$ cat src/rtl/halflife_input_conditioner_if.sv
`default_nettype none
// ============================================================================
// Module   : halflife_input_conditioner_if
// Purpose  : Pad-side buttons/switches and conditioned strobes for the
//            half-life timer input front end.
// Revision : 1.0 - initial release
// ============================================================================
interface halflife_input_conditioner_if;
    logic       btn_up;
    logic       btn_down;
    logic       btn_load;
    logic [3:0] sw_in;
    logic       up_pulse;
    logic       down_pulse;
    logic       load_pulse;
    logic [3:0] value_out;

    modport master (
        output btn_up, btn_down, btn_load, sw_in,
        input  up_pulse, down_pulse, load_pulse, value_out
    );

    modport slave (
        input  btn_up, btn_down, btn_load, sw_in,
        output up_pulse, down_pulse, load_pulse, value_out
    );
endinterface
`default_nettype wire

$ cat src/rtl/halflife_input_conditioner.sv
`default_nettype none
// ============================================================================
// Module   : halflife_input_conditioner
// Purpose  : Synchronise and debounce raw buttons/switches; emit single-cycle
//            up/down/load strobes with up/down auto-repeat and a held setpoint.
// Revision : 1.0 - initial release
// ============================================================================
module halflife_input_conditioner #(
    parameter int DEBOUNCE_CYCLES = 16,
    parameter int REPEAT_DELAY    = 4096,
    parameter int REPEAT_RATE     = 1024
) (
    input  logic                          clk,
    input  logic                          rst_n,
    halflife_input_conditioner_if.slave   bus
);

    localparam int c_TIMER_MAX = (REPEAT_DELAY > REPEAT_RATE) ? REPEAT_DELAY : REPEAT_RATE;
    localparam int c_TIMER_W   = $clog2(c_TIMER_MAX);

    localparam logic [15:0]          c_DB_LAST    = 16'(DEBOUNCE_CYCLES - 1);
    localparam logic [c_TIMER_W-1:0] c_DELAY_LOAD = c_TIMER_W'(REPEAT_DELAY - 1);
    localparam logic [c_TIMER_W-1:0] c_RATE_LOAD  = c_TIMER_W'(REPEAT_RATE - 1);

    typedef enum logic [1:0] {
        ST_IDLE   = 2'd0,
        ST_DELAY  = 2'd1,
        ST_REPEAT = 2'd2,
        ST_LOCK   = 2'd3
    } state_t;

    // Button bit order throughout: [0]=up, [1]=down, [2]=load
    logic [2:0] btn_raw;
    logic [2:0] btn_meta_q;
    logic [2:0] btn_sync_q;
    logic [3:0] sw_meta_q;
    logic [3:0] sw_sync_q;

    logic [2:0] stable_lvl;
    logic [2:0] stable_dly_q;
    logic [2:0] stable_rise;

    assign btn_raw = {bus.btn_load, bus.btn_down, bus.btn_up};

    always_ff @(posedge clk or negedge rst_n) begin
        if (!rst_n) begin
            btn_meta_q <= '0;
            btn_sync_q <= '0;
            sw_meta_q  <= '0;
            sw_sync_q  <= '0;
        end else begin
            btn_meta_q <= btn_raw;
            btn_sync_q <= btn_meta_q;
            sw_meta_q  <= bus.sw_in;
            sw_sync_q  <= sw_meta_q;
        end
    end

    // ------------------------------------------------------------------
    // Per-button debounce: level must disagree for DEBOUNCE_CYCLES edges
    // ------------------------------------------------------------------
    generate
        for (genvar i = 0; i < 3; i++) begin : g_debounce
            logic [15:0] cnt_q;
            logic [15:0] cnt_d;
            logic        stable_q;
            logic        stable_d;

            always_comb begin
                cnt_d    = cnt_q;
                stable_d = stable_q;
                if (btn_sync_q[i] == stable_q) begin
                    cnt_d = '0;
                end else if (cnt_q == c_DB_LAST) begin
                    stable_d = ~stable_q;
                    cnt_d    = '0;
                end else begin
                    cnt_d = cnt_q + 16'd1;
                end
            end

            always_ff @(posedge clk or negedge rst_n) begin
                if (!rst_n) begin
                    cnt_q    <= '0;
                    stable_q <= 1'b0;
                end else begin
                    cnt_q    <= cnt_d;
                    stable_q <= stable_d;
                end
            end

            assign stable_lvl[i] = stable_q;
        end
    endgenerate

    assign stable_rise = stable_lvl & ~stable_dly_q;

    always_ff @(posedge clk or negedge rst_n) begin
        if (!rst_n) begin
            stable_dly_q <= '0;
        end else begin
            stable_dly_q <= stable_lvl;
        end
    end

    // ------------------------------------------------------------------
    // Load path
    // ------------------------------------------------------------------
    logic       load_pulse_q;
    logic       load_pulse_d;
    logic [3:0] value_q;
    logic [3:0] value_d;

    always_comb begin
        load_pulse_d = stable_rise[2];
        value_d      = stable_rise[2] ? sw_sync_q : value_q;
    end

    always_ff @(posedge clk or negedge rst_n) begin
        if (!rst_n) begin
            load_pulse_q <= 1'b0;
            value_q      <= '0;
        end else begin
            load_pulse_q <= load_pulse_d;
            value_q      <= value_d;
        end
    end

    // ------------------------------------------------------------------
    // Up/down strobe and auto-repeat FSM
    // ------------------------------------------------------------------
    state_t                 state_q;
    state_t                 state_d;
    logic                   dir_q;      // 0 = up, 1 = down
    logic                   dir_d;
    logic [c_TIMER_W-1:0]   timer_q;
    logic [c_TIMER_W-1:0]   timer_d;
    logic                   up_pulse_q;
    logic                   up_pulse_d;
    logic                   down_pulse_q;
    logic                   down_pulse_d;
    logic                   held;

    assign held = dir_q ? stable_lvl[1] : stable_lvl[0];

    always_comb begin
        state_d      = state_q;
        dir_d        = dir_q;
        timer_d      = timer_q;
        up_pulse_d   = 1'b0;
        down_pulse_d = 1'b0;
        case (state_q)
            ST_IDLE: begin
                if (stable_rise[0] ^ stable_rise[1]) begin
                    up_pulse_d   = stable_rise[0];
                    down_pulse_d = stable_rise[1];
                    dir_d        = stable_rise[1];
                    timer_d      = c_DELAY_LOAD;
                    state_d      = ST_DELAY;
                end else if (stable_rise[0] && stable_rise[1]) begin
                    state_d = ST_LOCK;
                end
            end
            ST_DELAY, ST_REPEAT: begin
                // Release wins over an expiry landing on the same cycle
                if (!held) begin
                    state_d = ST_IDLE;
                end else if (timer_q == '0) begin
                    up_pulse_d   = ~dir_q;
                    down_pulse_d = dir_q;
                    timer_d      = c_RATE_LOAD;
                    state_d      = ST_REPEAT;
                end else begin
                    timer_d = timer_q - 1'b1;
                end
            end
            ST_LOCK: begin
                if (!stable_lvl[0] && !stable_lvl[1]) begin
                    state_d = ST_IDLE;
                end
            end
            default: begin
                state_d = ST_IDLE;
            end
        endcase
    end

    always_ff @(posedge clk or negedge rst_n) begin
        if (!rst_n) begin
            state_q      <= ST_IDLE;
            dir_q        <= 1'b0;
            timer_q      <= '0;
            up_pulse_q   <= 1'b0;
            down_pulse_q <= 1'b0;
        end else begin
            state_q      <= state_d;
            dir_q        <= dir_d;
            timer_q      <= timer_d;
            up_pulse_q   <= up_pulse_d;
            down_pulse_q <= down_pulse_d;
        end
    end

    assign bus.up_pulse   = up_pulse_q;
    assign bus.down_pulse = down_pulse_q;
    assign bus.load_pulse = load_pulse_q;
    assign bus.value_out  = value_q;

endmodule
`default_nettype wire

$ cat src/flat_wrapper.sv
// flat-port wrapper written by rule: the top's interface ports become plain ports
module halflife_input_conditioner_flat 
#(
    parameter int DEBOUNCE_CYCLES = 16,
    parameter int REPEAT_DELAY    = 4096,
    parameter int REPEAT_RATE     = 1024
)
  (clk, rst_n, bus_btn_up, bus_btn_down, bus_btn_load, bus_sw_in, bus_up_pulse, bus_down_pulse, bus_load_pulse, bus_value_out);
  halflife_input_conditioner_if bus_i ();
  input  logic clk;
  input  logic rst_n;
  input wire logic [$bits(bus_i.btn_up)-1:0] bus_btn_up;
  input wire logic [$bits(bus_i.btn_down)-1:0] bus_btn_down;
  input wire logic [$bits(bus_i.btn_load)-1:0] bus_btn_load;
  input wire logic [$bits(bus_i.sw_in)-1:0] bus_sw_in;
  output wire logic [$bits(bus_i.up_pulse)-1:0] bus_up_pulse;
  output wire logic [$bits(bus_i.down_pulse)-1:0] bus_down_pulse;
  output wire logic [$bits(bus_i.load_pulse)-1:0] bus_load_pulse;
  output wire logic [$bits(bus_i.value_out)-1:0] bus_value_out;
  assign bus_i.btn_up = bus_btn_up;
  assign bus_i.btn_down = bus_btn_down;
  assign bus_i.btn_load = bus_btn_load;
  assign bus_i.sw_in = bus_sw_in;
  assign bus_up_pulse = bus_i.up_pulse;
  assign bus_down_pulse = bus_i.down_pulse;
  assign bus_load_pulse = bus_i.load_pulse;
  assign bus_value_out = bus_i.value_out;
  halflife_input_conditioner #(.DEBOUNCE_CYCLES(DEBOUNCE_CYCLES), .REPEAT_DELAY(REPEAT_DELAY), .REPEAT_RATE(REPEAT_RATE)) u_core (.clk(clk), .rst_n(rst_n), .bus(bus_i));
endmodule
$ cat config.mk
export PLATFORM = sky130hd
export DESIGN_NAME = halflife_input_conditioner_flat
export DESIGN_NICKNAME = d
export VERILOG_FILES = /design/src/rtl/halflife_input_conditioner_if.sv /design/src/rtl/halflife_input_conditioner.sv /design/src/flat_wrapper.sv
export SDC_FILE = /design/constraint.sdc
export NUM_CORES = 1
export LEC_CHECK = 0
export BUFFER_PORTS_ARGS = -buffer_cell sky130_fd_sc_hd__clkbuf_2
export CORE_MARGIN = 8
export CORE_UTILIZATION = 40
export CTS_CLUSTER_DIAMETER = 50
export DETAILED_ROUTE_END_ITERATION = 6
export PLACE_DENSITY_LB_ADDON = 0.12
export SLEW_MARGIN = 20
export SYNTH_ARGS = -nofsm -noshare
export SYNTH_HDL_FRONTEND = slang
export SYNTH_SLANG_ARGS = --single-unit
$ cat constraint.sdc
create_clock -name clk -period 3.15 [get_ports clk]
set_input_delay 0.63 -clock clk [delete_from_list [all_inputs] [get_ports clk]]
set_output_delay 0.63 -clock clk [all_outputs]
set_load 0.1 [all_outputs]
[Yosys cells after proc, flatten, opt, wreduce, memory -nomap -nowiden]
Cells that the tools add are included.
Storage, ports and cells
  output and inout bits: 7
  bits of input ports: 9
  flip-flop bits (word level): 90
  word-level logic and storage cells: 85
Cells by class
  $add $sub $neg: 4
  bitwise gates (word level): 10
  multiplexer cells: 25
  reduce and logical (&&, ||, !) cells: 14
  eq/ne operators: 14
Operator list (number)
  2-to-1 mux 16 bit: 6
  adder 16 x 1 -> 16 bit, second input constant: 3
  equality test 16 x 4 -> 1 bit, second input constant: 3
  2-to-1 mux 12 bit: 3
  one-hot mux 12 bit (2 select lines): 1
  logical NOT 12 bit: 1
  subtractor 12 x 1 -> 12 bit, second input constant: 1
  2-to-1 mux 2 bit: 5
  AND reduction 2 bit: 4
  2-to-1 mux 1 bit: 7
  NOT 1 bit: 7
  inequality test 2 x 1 -> 1 bit, second input constant: 3
  one-hot mux 2 bit (3 select lines): 1
  AND reduction 3 bit: 2
  equality test 2 bit, second input constant: 2
  one-hot mux 1 bit (2 select lines): 2
  bitwise AND 3 bit: 1
  equality test 1 bit: 3
  inequality test 3 x 1 -> 1 bit, second input constant: 1
  inequality test 3 bit, second input constant: 1
  NOT 3 bit: 1
  equality test 2 x 1 -> 1 bit, second input constant: 1
  logical AND 1 bit: 2
  logical NOT 1 bit: 2
  other kinds (4): 4

[Longest topological paths before layout]
  word-level depth: 6
  depth in mapped cells: 8
  depth with buffers taken out: 7

[Least setup slack after synthesis]
No wires, ideal clock.
  path kind: register to register
  start: register u_core.g_debounce[0].stable_q
  end: register u_core.timer_q[10]
  path buffers: 1
  period minus slack after synthesis: 1.834 ns
  setup time: 0.121 ns
  setup slack: 1.316 ns
  data arrival time: 1.713 ns
  data required time: 3.029 ns
  cell stages (with the launch flop): 9
  path through: dfrtp_1 > nand2b_1 > inv_1 > ha_1 > a21oi_1 > and3_1 > clkbuf_1 > a21oi_1 > o22a_1
On the way
  word-level cells in the longest chain between the ends: 4
  elaborated cells on any way between the ends: 6
  classes of those cells: eq/ne: 2; mux: 1; bitwise: 2; reduce/logical: 1
RTL lines
  start: declaration: RTL line halflife_input_conditioner.sv:66  | logic stable_q;
  start signal: assignment: RTL line halflife_input_conditioner.sv:88  | stable_q <= stable_d;
  bitwise AND 3 bit: RTL line halflife_input_conditioner.sv:96  | assign stable_rise = stable_lvl & ~stable_dly_q;
  XOR 1 bit: RTL line halflife_input_conditioner.sv:154  | if (stable_rise[0] ^ stable_rise[1]) begin
  inequality test 2 x 1 -> 1 bit (no line)
  AND reduction 3 bit (no line) *
  end signal: assignment: RTL line halflife_input_conditioner.sv:198  | timer_q <= timer_d;
  end: declaration: RTL line halflife_input_conditioner.sv:136  | logic [c_TIMER_W-1:0] timer_q;
Every way passes the cells marked *; elsewhere a longest branch is shown, timed or not.
A chain may end at the register's enable or synchronous reset.

[Worst setup path after layout]
  start: register u_core.g_debounce[0].stable_q
  end: register u_core.timer_q[5]
Same word-level chain as after synthesis.

==> out/metrics.cfg <==
[pwr]
seqPwrFrac = 0.513
p_int_mw = 1.75
p_per_area_nw_per_um2 = 548
switching_share = 0.304
max-vdd-ir-drop_mv = 0.336
design_power_total_mw = 2.52
combPwrFrac = 0.166
power.switching_mw = 0.765
power.share.clock = 0.321
p_leak_nw = 2.00

[timing]
final.setup_skew_ns = 0.00632
period_needed_ns = 2.16
rsz0062_at_grt = false
worst_pin_slew_ns = 0.635
slew_headroom = 0.576
period_share = 0.687
fin_setup_tns_ns = 0
drv_slew = 0
hold_violations = 0
setup_slack_ns = 0.987
max_freq_mhz = 462
finalSetupViolCount = 0

[synth]
ys.flop_type = dfrtp_1
synth-edff-count = 0
synth_fp_nets = 416
yosysWarnings = 0
ys_seq_area_frac = 0.541
syn-cell-area_um2 = 4170
syn_inst = 395
synth_seq_cells = 90
syn_avg_cell_area_um2 = 10.5
synthArstFlopShare = 1.00
synth_cell_types = 46

[place]
port_buffers = 15
dpl_cell_area_um2 = 4390
gp_congestion = 0.827
dp_hpwl_um = 5410
dp_slack_ns = 0.997

[flow_run]
drv_cap = 0

[die]
ioPinCount = 16
chipHeight_um = 118
core_um2 = 10200
rows = 37
start_util = 0.407
die-area_um2 = 13900
fp.dieW_um = 118

[clocking]
clk_latency_ns = 0.36
cts_tree = done
postCtsResizedCells = 0
clk_pin_slew_worst_paths_ns = 0.09
htreeDepth = 3
postCtsSetupBuffers = 0
cts_hold_buf = 0
clockBufferDepth = 2
clock-sinks = 90
clock-root-buffer = clkbuf_8
cts_inserted_buffers = 9

[finish]
regArea_um2 = 2250
area_delta_synth_final_pct = 10.3
drive_gt1_frac = 0.118
nets = 433
final_core_utilization = 0.449
fillers = 1010
multi_input_area_um2 = 1820
n_antenna_cell = 0
final_area_um2 = 4600

[routing]
route.vias.total = 2917
wl_per_cell_um = 14.6
finalWirelength_um = 8050
remaining_drc_errors = 0
viasPerCell = 5.27
ant_nets = 0
drt_first_pass_iters = 4
drtIter0Drc = 185

[global_routing]
grt_pass1_wl_um = 14400
grt-ovfl-total = 0
grt_usage = 0.125
grt_max_degree = 49
antenna_found_initial = 0
grt_pass1_vias = 3031

[critical_path]
path_cells = nand2b_1 -> inv_1 -> ha_1 -> a21oi_1 -> nand3_1 -> o41ai_1 -> o31ai_1
cpPeakStageDelay_ns = 0.45
slowest_stage = dfrtp_1
worstSetupStartpointType = register
rr_worst_depth = 7
crit_path_max_fanout = 7
required_ns = 3.38
timing_worst_setup_path_type = register to register
critPathCaptureType = register
worstPathArrival_ns = 2.39

[worst_hold_path]
hp-class = input pin to asynchronous set/reset pin

[status]
status = finished clean

-- worst max-delay path, delay by kind of cell (launching register included) --
kind                       cells  cell delay (ns)
AOI/OAI and AO/OA              3             0.74
adders and majority gates      1             0.34
buffers and inverters          1             0.07
DFF                            1             0.45
and+or+nand+nor                2             0.44
-- cells by family (layout without fill, tap and decap cells) --
logic type / count (synthesis) / count (layout) / synth area share
muxes: 9 / 9 / 0.0243
DFF: 90 / 90 / 0.541
xor gates and xnor gates: 38 / 38 / 0.0799
AOI/OAI and AO/OA: 50 / 50 / 0.0745
adders and majority gates: 12 / 12 / 0.0360
buffers and inverters: 24 / 46 / 0.0222
and+or+nand+nor: 172 / 172 / 0.222
-- synthesized netlist by cell type, types with 13 or more instances --
master   count  area, um^2
dfrtp_1     90        2250
nor2_1      50         188
xnor2_1     21         184
nand2_1     19        71.3
nand3_1     18        90.1
nand4_1     18         113
xor2_1      17         149
nor4_1      16         100
and3_1      15        93.8
a21oi_1     14        70.1
inv_1       14        52.6
o21ai_0     13        65.1
-- layout by cell type (no fill, tap or decap), drive strengths merged, types with 2 or more instances in the layout --
cell type | netlist | layout
mux2 | 9 | 9
nand4 | 18 | 18
nor3 | 10 | 10
clkbuf | 9 | 24
nor3b | 3 | 3
o22a | 2 | 2
and3 | 15 | 15
inv | 14 | 15
a211oi | 2 | 2
o21ai | 14 | 14
buf | 1 | 2
and4 | 4 | 4
xor2 | 17 | 17
nor2 | 50 | 50
or3 | 5 | 5
nor4 | 17 | 17
nand2b | 2 | 2
nand2 | 19 | 19
ha | 12 | 12
dfrtp | 90 | 90
nand3 | 20 | 20
or4 | 4 | 4
o31ai | 9 | 9
a21oi | 14 | 14
clkinv | 0 | 3
xnor2 | 21 | 21
-- power by group through the flow --
stage / Sequential, mW / Combinational, mW / Clock (mW)
3_5_place_dp: 1.31 / 0.421 / 0
4_1_cts: 1.29 / 0.421 / 0.845
6_report: 1.29 / 0.417 / 0.808
5_1_grt: 1.30 / 0.477 / 0.890
3_3_place_gp: 1.31 / 0.413 / 0
2_1_floorplan: 1.29 / 0.307 / 0
-- per-layer routing --
| layer | vias to the layer above | share of wire | GRT usage |
|---|---|---|---|
| met5 | - | 0 | 0 |
| met4 | 0 | 0.016 | 0.0504 |
| met3 | 10 | 0.027 | 0.0336 |
| met2 | 26 | 0.45 | 0.194 |
| met1 | 1433 | 0.51 | 0.162 |
| li1 | 1448 | - | - |
-- sequential cells by signal (all words and copies together) (netlist names) --
name,count
u_core.btn_meta_q,3
u_core.bus.value_out,4
u_core.bus.load_pulse,1
u_core.btn_sync_q,3
u_core.state_q,2
u_core.sw_meta_q,4
u_core.bus.down_pulse,1
u_core.timer_q,12
u_core.stable_dly_q,3
u_core.g_debounce.cnt_q,48
u_core.dir_q,1
u_core.bus.up_pulse,1
u_core.g_debounce.stable_q,3
u_core.sw_sync_q,4
-- stage by stage --
step                      hold WS (ns)  std cells
after detailed placement         0.335        537
after CTS                        0.265        553
after global routing             0.280        553
after global placement           0.332        537
final                            0.252        553
after floorplan                  0.331        395
-- area by class of cell --
class / count / area share
Sequential cell: 90 / 0.490
Multi-Input combinational cell: 281 / 0.396
Tap cell: 136 / 0.0370
Clock buffer: 10 / 0.0299
Timing Repair Buffer: 16 / 0.0212
Clock inverter: 6 / 0.0142
Inverter: 14 / 0.0114
-- final timing paths --
path,start,to,slack (ns)
worst max-delay path,u_core.g_debounce[0].stable_q$_DFFE_PN0P_,u_core.timer_q[5]$_DFFE_PN0P_,0.99
worst min-delay path,rst_n,u_core.timer_q[2]$_DFFE_PN0P_,0.25
worst max register to register,u_core.g_debounce[0].stable_q$_DFFE_PN0P_,u_core.timer_q[5]$_DFFE_PN0P_,0.99
worst min register to register,u_core.btn_meta_q[2]$_DFF_PN0_,u_core.btn_sync_q[2]$_DFF_PN0_,0.35
max in group asynchronous,rst_n,u_core.g_debounce[2].cnt_q[2]$_DFF_PN0_,2.26
min in group clk,u_core.btn_meta_q[2]$_DFF_PN0_,u_core.btn_sync_q[2]$_DFF_PN0_,0.35
Power figures use the tool's default switching activity.
